$ cat src/rtl/io_periph.sv
// io_periph: memory-mapped IO block with an LED register, a FIFO-backed
// 8N1 UART transmitter and a UART status/control register.
module io_periph #(
    parameter int CLKS_PER_BIT = 434,
    parameter int FIFO_DEPTH   = 16,
    parameter int LED_W        = 8
) (
    input  logic             clk,
    input  logic             resetn,
    input  logic [31:0]      IO_mem_addr,
    input  logic [31:0]      IO_mem_wdata,
    input  logic             IO_mem_wr,
    output logic [31:0]      IO_mem_rdata,
    output logic [LED_W-1:0] leds,
    output logic             uart_tx
);
    localparam int AW = $clog2(FIFO_DEPTH);
    localparam int CW = AW + 1;
    localparam int BW = $clog2(CLKS_PER_BIT);
    localparam logic [BW-1:0] BAUD_RELOAD = BW'(CLKS_PER_BIT - 1);
    localparam logic [CW-1:0] FULL_CNT    = CW'(FIFO_DEPTH);

    typedef enum logic [1:0] {IDLE, START, DATA, STOP} state_t;

    // Register decode
    logic [2:0] sel;
    logic       wr_led, wr_data, wr_stat;
    assign sel     = IO_mem_addr[4:2];
    assign wr_led  = IO_mem_wr && (sel == 3'd0);
    assign wr_data = IO_mem_wr && (sel == 3'd1);
    assign wr_stat = IO_mem_wr && (sel == 3'd2);

    // Only address bits [4:2] and part of the store data are decoded
    logic unused_ok;
    assign unused_ok = ^{IO_mem_addr[31:5], IO_mem_addr[1:0], IO_mem_wdata};

    // FIFO state
    logic [7:0]    mem [FIFO_DEPTH];
    logic [AW-1:0] wptr, rptr;
    logic [CW-1:0] count;
    logic          fifo_full, fifo_empty, push, pop, overflow;

    assign fifo_full  = (count == FULL_CNT);
    assign fifo_empty = (count == '0);
    // A push into a full FIFO is dropped even if the serializer pops on the
    // same edge; the status count was full when the store was issued.
    assign push       = wr_data && !fifo_full;

    // Serializer state
    state_t        state, state_n;
    logic [BW-1:0] baud, baud_n;
    logic [2:0]    bit_idx, bit_idx_n;
    logic [7:0]    shift, shift_n;
    logic          tx_n;

    // LED register
    always_ff @(posedge clk or negedge resetn) begin
        if (!resetn)     leds <= '0;
        else if (wr_led) leds <= IO_mem_wdata[LED_W-1:0];
    end

    // FIFO storage (contents need no reset; pointers/count gate validity)
    always_ff @(posedge clk) begin
        if (push) mem[wptr] <= IO_mem_wdata[7:0];
    end

    // FIFO pointers and occupancy count
    always_ff @(posedge clk or negedge resetn) begin
        if (!resetn) begin
            wptr  <= '0;
            rptr  <= '0;
            count <= '0;
        end else begin
            if (push) wptr <= wptr + AW'(1);
            if (pop)  rptr <= rptr + AW'(1);
            case ({push, pop})
                2'b10:   count <= count + CW'(1);
                2'b01:   count <= count - CW'(1);
                default: count <= count;
            endcase
        end
    end

    // Sticky overflow flag; a new overflow wins over a same-cycle clear
    always_ff @(posedge clk or negedge resetn) begin
        if (!resetn)                            overflow <= 1'b0;
        else if (wr_data && fifo_full)          overflow <= 1'b1;
        else if (wr_stat && IO_mem_wdata[3])    overflow <= 1'b0;
    end

    // Serializer state register; uart_tx is registered from the next level
    always_ff @(posedge clk or negedge resetn) begin
        if (!resetn) begin
            state   <= IDLE;
            baud    <= '0;
            bit_idx <= '0;
            shift   <= '0;
            uart_tx <= 1'b1;
        end else begin
            state   <= state_n;
            baud    <= baud_n;
            bit_idx <= bit_idx_n;
            shift   <= shift_n;
            uart_tx <= tx_n;
        end
    end

    // Serializer next state; tx_n is the line level for the coming cycle
    always_comb begin
        state_n   = state;
        baud_n    = baud;
        bit_idx_n = bit_idx;
        shift_n   = shift;
        tx_n      = 1'b1;
        pop       = 1'b0;
        case (state)
            IDLE: begin
                if (!fifo_empty) begin
                    pop     = 1'b1;
                    shift_n = mem[rptr];
                    state_n = START;
                    baud_n  = BAUD_RELOAD;
                    tx_n    = 1'b0;
                end
            end
            START: begin
                tx_n = 1'b0;
                if (baud == '0) begin
                    state_n   = DATA;
                    bit_idx_n = 3'd0;
                    baud_n    = BAUD_RELOAD;
                    tx_n      = shift[0];
                end else begin
                    baud_n = baud - BW'(1);
                end
            end
            DATA: begin
                tx_n = shift[0];
                if (baud == '0) begin
                    shift_n = {1'b0, shift[7:1]};
                    baud_n  = BAUD_RELOAD;
                    if (bit_idx == 3'd7) begin
                        state_n = STOP;
                        tx_n    = 1'b1;
                    end else begin
                        bit_idx_n = bit_idx + 3'd1;
                        tx_n      = shift[1];
                    end
                end else begin
                    baud_n = baud - BW'(1);
                end
            end
            STOP: begin
                tx_n = 1'b1;
                if (baud == '0) begin
                    if (!fifo_empty) begin
                        // Chain straight into the next start bit
                        pop     = 1'b1;
                        shift_n = mem[rptr];
                        state_n = START;
                        baud_n  = BAUD_RELOAD;
                        tx_n    = 1'b0;
                    end else begin
                        state_n = IDLE;
                        baud_n  = '0;
                    end
                end else begin
                    baud_n = baud - BW'(1);
                end
            end
            default: begin
                state_n = IDLE;
                baud_n  = '0;
            end
        endcase
    end

    // Combinational read mux; reads have no side effects
    always_comb begin
        IO_mem_rdata = '0;
        case (sel)
            3'd0: IO_mem_rdata = 32'(leds);
            3'd2: IO_mem_rdata = {16'h0, 8'(count), 4'h0, overflow,
                                  (state != IDLE), fifo_full, fifo_empty};
            default: IO_mem_rdata = '0;
        endcase
    end
endmodule
$ cat config.mk
export PLATFORM = sky130hd
export DESIGN_NAME = io_periph
export DESIGN_NICKNAME = d
export VERILOG_FILES = /design/src/rtl/io_periph.sv
export SDC_FILE = /design/constraint.sdc
export NUM_CORES = 1
export LEC_CHECK = 0
export ABC_AREA = 0
export BUFFER_PORTS_ARGS = -buffer_cell sky130_fd_sc_hd__clkbuf_2
export CAP_MARGIN = 30
export CORE_ASPECT_RATIO = 0.9
export CORE_MARGIN = 3
export CORE_UTILIZATION = 35
export DETAILED_ROUTE_END_ITERATION = 16
export GPL_TIMING_DRIVEN = 1
export PLACE_DENSITY_LB_ADDON = 0.1
export SLEW_MARGIN = 5
export SYNTH_ARGS = -nofsm -noshare
export SYNTH_HDL_FRONTEND = slang
export SYNTH_SLANG_ARGS = --single-unit
$ cat constraint.sdc
create_clock -name clk -period 3.6 [get_ports clk]
set_clock_uncertainty 0.05 [all_clocks]
set_input_delay 1.08 -clock clk [delete_from_list [all_inputs] [get_ports clk]]
set_output_delay 1.08 -clock clk [all_outputs]
set_load 0.005 [all_outputs]
---- Word-level counts from Yosys, hierarchy flattened ----
Memory sizes are Yosys's and may differ from the RTL's.
Index checks and enable logic that the tools add are counted.
word-level totals
  bits in writable memories ............... 128
  memories ................................ 1
  bits in latches ......................... 0
  register bits ........................... 45
  output and inout bits ................... 41
  ROM bits ................................ 0
  word-level logic and storage cells ...... 87
memory list
  name  words  bits a word  rd ports  clocked after memory_dff  wr ports  RTL line  source
  mem   16     8            1         0                         1         38        logic [7:0] mem [FIFO_DEPTH];
cells by class
  bitwise operators ....................... 0
  add/subtract/negate cells ............... 6
  reductions and logical operators ........ 20
  $lt $le $gt $ge ......................... 0
  shift-type cells ........................ 0
  muxes and demuxes ....................... 35
  div/mod/pow operators ................... 0
  multipliers ............................. 0
  eq/ne operators ......................... 15
operators with widths
  operator                                                            number
  9-bit 2-to-1 mux                                                    4
  9-bit one-hot mux with 3 select lines                               1
  13-bit one-hot mux with 2 select lines                              1
  8-bit 2-to-1 mux                                                    3
  8-bit one-hot mux with 3 select lines                               1
  1-bit 2-to-1 mux                                                    12
  2-bit != test, second input constant                                6
  2-bit 2-to-1 mux                                                    5
  5-bit one-hot mux with 2 select lines                               1
  9-bit zero test                                                     1
  3-bit 2-to-1 mux                                                    3
  9-bit by 1-bit subtractor with 9-bit output, second input constant  1
  4-bit by 1-bit adder with 4-bit output, second input constant       2
  2-bit one-hot mux with 4 select lines                               1
  2-bit nonzero test                                                  4
  2-bit == test, second input constant                                3
  1-bit logical AND                                                   6
  3-bit one-hot mux with 2 select lines                               1
  5-bit by 1-bit adder with 5-bit output, second input constant       1
  5-bit == test, second input constant                                1
  5-bit zero test                                                     1
  5-bit AND reduction                                                 1
  5-bit by 1-bit subtractor with 5-bit output, second input constant  1
  2-bit by 1-bit == test with 1-bit output, second input constant     2
  other kinds (13)                                                    13

---- Logic depth before layout (Yosys ltp) ----
  depth in word-level cells ............... 6
  depth in mapped cells ................... 14

---- Least setup slack after synthesis ----
No wires, ideal clock.
  path type ............................... in2reg
  from .................................... input port IO_mem_addr[4]
  to ...................................... register count[4]
  buffers on the path ..................... 1
  arrival ................................. 3.001 ns
  setup time .............................. 0.080 ns
  stages .................................. 12
  path slack .............................. 0.470 ns
  required time ........................... 3.470 ns
  path through ............................ nand4bb_1 > a21oi_2 > inv_1 > ha_1 > clkbuf_1 > xor2_1 > ha_1 > nor2b_1 > o21ai_0 > a31oi_1 > nor2_1 > xnor2_1
on the way
  word-level cells in the longest chain between the ends .. 5
RTL lines
  item                                                                                RTL line  source
  from (decl)                                                                         10        input logic [31:0] IO_mem_addr,
  3-bit by 1-bit == test with 1-bit output *                                          30        assign wr_data = IO_mem_wr && (sel == 3'd1);
  1-bit logical AND *                                                                 30
  1-bit logical AND *                                                                 47        assign push = wr_data && !fifo_full;
  2-bit by 1-bit == test with 1-bit output / 2-bit == test (equally long branches)    76        case ({push, pop})
  5-bit one-hot mux with 2 select lines / 2-bit nonzero test (equally long branches)  -
  to (signal assigned)                                                                77        2'b10: count <= count + CW'(1);
  to (signal assigned)                                                                78        2'b01: count <= count - CW'(1);
  to (signal assigned)                                                                79        default: count <= count;
  to (decl)                                                                           40        logic [CW-1:0] count;
Mark *: on every way between the ends. The rest lies on a longest branch, timed or not.
A chain may end at the register's enable or synchronous reset.

---- Worst setup path after layout ----
  from .................................... register count[1]
  to ...................................... output port IO_mem_rdata[0]
on the way
  word-level cells in the longest chain between the ends .. 2
RTL lines
  item                                    RTL line  source
  5-bit zero test                         44        assign fifo_empty = (count == '0);
  13-bit one-hot mux with 2 select lines  181       case (sel)
  to (decl)                               13        output logic [31:0] IO_mem_rdata,
No other way between the ends.

==> metrics.md <==
| Metric | Value |
|---|---|
| Total Nets Final | `625` |
| F_max | `0.3145 GHz` |
| Final clock period utilization by the worst path | `88.32%` |
| Final GP Congestion | `0.7843` |
| Vias in the first global route | `4,282` |
| Layout Utilization | `41.10%` |
| Power density cells | `511.7 nW/um2` |
| Seq pwr share | `52.7%` |
| Syn-to-layout area delta | `13.15%` |
| Slowest stage delay, CP | `500 ps` |
| Most common cell in the netlist | `edfxtp_1` |
| Vias | `4,167` |
| Cts bufs inserted | `17` |
| IO Pins | `108` |
| Critical Path Start Type | `flop` |
| Clock sink count | `173` |
| Post-CTS sizing | `0` |
| Post-synthesis register bit count | `173` |
| Async set-reset flop share out of synthesis | `26.01%` |
| Min setup slack post-route | `420.5 ps` |
| Synth warnings | `0` |
| H-tree levels | `4` |
| Rel. slew slack | `46.24%` |
| Overall Global Routing Usage | `14.26%` |
| Crit path DAT | `2050 ps` |
| Pre-CTS setup slack | `386.3 ps` |
| Initial Util | `36.33%` |
| Worst setup path start | `count[1]` |
| Sequential-to-total area share from yosys stat | `64.72%` |
| Die H | `146.5 um` |
| Max-cap violations | `0` |
| Reg-to-reg startpoint | `baud[0]` |
| Final Power | `0.004447 W` |
| Root buffer cell | `clkbuf_16` |
| Worst setup path category | `reg -> out` |
| WL final | `16,070 um` |
| Post-CTS setup buffers | `0` |
| Area contributors post-synth | `edfxtp_1, dfrtp_1, mux4_2, ha_1, buf_4` |
| Synthesized area per cell | `15.42 um2` |
| Die footprint | `23,760 um2` |
| Leak | `3.118 nW` |
| Critical Path Fanout Max | `9` |
| Setup TNS | `0 ps` |
| Switch share | `24.82%` |
| Unrepaired setup endpoints after global routing | `no` |
| Worst Path Required | `2470 ps` |
| Netlist cell types | `54` |
| Clock network fraction of total power | `40.0%` |
| Final setup fails | `0` |
| Mapped Area | `7681 um2` |
| Ys flop type | `edfxtp_1` |
| Least-Margin Pin Slew | `806.4 ps` |
| VDD IR-drop max | `0.2954 mV` |
| Max Slew Vio Count | `0` |
| Largest net degree at the start of global routing | `33` |
| Int Power | `0.003343 W` |
| Crit path cell chain | `nor4_4 -> nand2_1 -> o21ai_0 -> clkbuf_2` |
| Vias per std cell | `4.961` |
| Synth Instances | `498` |
| DRC | `0` |
| Core ar. | `21,150 um2` |
| Min Tclk post-route | `3180 ps` |
| Number of I/O port buffers | `35` |
| Switching pwr | `0.001104 W` |
| Routed len/inst | `19.13 um` |
| Fin. Hold Viols | `0` |
| FILL cells | `1,980` |
| Die width | `162.2 um` |
| CTS clk-pin slew, worst paths | `70 ps` |
| Post-DP HPWL | `10,910 um` |
| Synth area leader | `edfxtp_1` |
| Diodes inserted | `0` |
| Hold-fix buffers, CTS | `0` |
| Status | `finished clean` |
| Skew-Pair Late Insertion Delay | `430 ps` |
| Top-area cell type share of the netlist area | `50.04%` |
| Min-delay worst type | `reg -> reg` |
| Final antenna-violating net count | `0` |
| EDFF count, synth | `128` |
| First-pass GRT wire length | `25,330 um` |
| FP Rows | `50` |
| Fraction of layout instances using a drive strength above 1 | `23.65%` |
| CTS tree | `done` |
| DRT iter0 DRCs | `242` |
| Clock Tree Buf Depth | `2` |
| Buffers and inverters on the worst path | `1` |
| Worst Setup End Kind | `output pin` |
| Slowest CP cell | `dfrtp_1` |
| Logic gate share of total power | `7.3%` |
| HP Start | `shift[3]` |
| Total gr overflow | `0` |
| CP top delay family | `simple AND/OR/NAND/NOR gates` |
| Initial antenna violation count | `0` |
| Commonest cells in the netlist | `edfxtp_1, dfrtp_1, a21oi_1, mux4_2, nor2_1` |
| DRT Pass-1 Iters | `5` |
==> sequential cells by signal, indices dropped and copies added, names as in the netlist, 3 cells and up <==
signal and count:
count 5, bit_idx 3, baud 9, leds 8, wptr 4, rptr 4
shift 8, mem 128
==> final timing paths <==
check | cells after the start | end | slack (ps)
max in group asynchronous | 2 | wptr[2] | 2070
max reg2reg | 13 | count[4] | 590
min in group asynchronous | 1 | baud[2] | 680
min | 2 | shift[3] | 480
min reg2reg | 2 | shift[3] | 480
max | 4 | IO_mem_rdata[0] | 420
==> worst min-delay path, cell delays in order (launching register included) <==
cell     delay, ps
dfrtp_1        340
nor2_1          50
a21oi_1        100
==> power groups by stage <==
stage / Combinational, W / Sequential, W / Clock [W]
finish: 0.000326 / 0.00234 / 0.00178
detailed placement: 0.000331 / 0.00239 / 0
global route: 0.000375 / 0.00236 / 0.00190
floorplan: 0.000259 / 0.00234 / 0
CTS: 0.000333 / 0.00235 / 0.00182
global placement: 0.000328 / 0.00239 / 0
==> placed cells by master, fill, tap and decap left out, types with 2 or more instances in the layout <==
cell | Yosys | routed
a21oi_1 | 32 | 32
a22o_1 | 6 | 6
a22oi_1 | 16 | 16
a31oi_1 | 2 | 2
a32o_1 | 2 | 2
and2_1 | 27 | 27
and3_1 | 2 | 2
buf_4 | 23 | 10
clkbuf_1 | 8 | 2
clkbuf_16 | 0 | 17
clkbuf_2 | 0 | 35
clkinv_4 | 0 | 3
conb_1 | 1 | 19
dfrtp_1 | 44 | 43
edfxtp_1 | 128 | 128
ha_1 | 17 | 17
inv_1 | 12 | 12
inv_6 | 0 | 4
mux2_2 | 12 | 12
mux2i_1 | 2 | 2
mux4_2 | 32 | 32
nand2_1 | 17 | 17
nand3_1 | 4 | 4
nor2_1 | 30 | 30
nor2b_1 | 4 | 4
nor3_1 | 6 | 6
nor3b_1 | 4 | 4
o211ai_1 | 3 | 3
o21a_1 | 3 | 3
o21ai_0 | 14 | 14
xnor2_1 | 8 | 8
xor2_1 | 7 | 7
==> through the flow <==
step	hold slack (ps)	area (um2)	instances
final	478.4	8691	840
after global routing	500.0	8691	840
after CTS	481.3	8676	839
after detailed placement	452.6	8108	807
after global placement	452.7	8108	807
after floorplan	397.2	7749	516
==> per-layer routing <==
layer | vias up | GRT usage (%) | share of wire (%)
met5 | - | 0 | 0
met4 | 0 | 3.326 | 0.79
met3 | 10 | 3.489 | 4.0
met2 | 75 | 21.18 | 46
met1 | 2133 | 21.21 | 50
li1 | 1949 | - | -
==> cells by family after synthesis <==
kind of cell	after synthesis	share of synthesized area [%]
AOI/OAI and AO/OA	87	7.493
buffers and inverters	52	3.844
DFF	173	64.72
other	1	0.04882
and+or+nand+nor	107	8.014
adders and majority gates	17	2.769
muxes	46	11.40
xor gates and xnor gates	15	1.710
==> area by class of cell <==
class	count	area, um2	area share (%)
tap	286	357.8	4.117
clock inverter	13	135.1	1.555
multi-input combinational	291	2482	28.56
inverter	12	45.04	0.5183
clock buffer	19	432.9	4.981
timing repair buffer	46	265.3	3.052
sequential	173	4972	57.21
No activity file was read; power rests on OpenSTA's default activity.
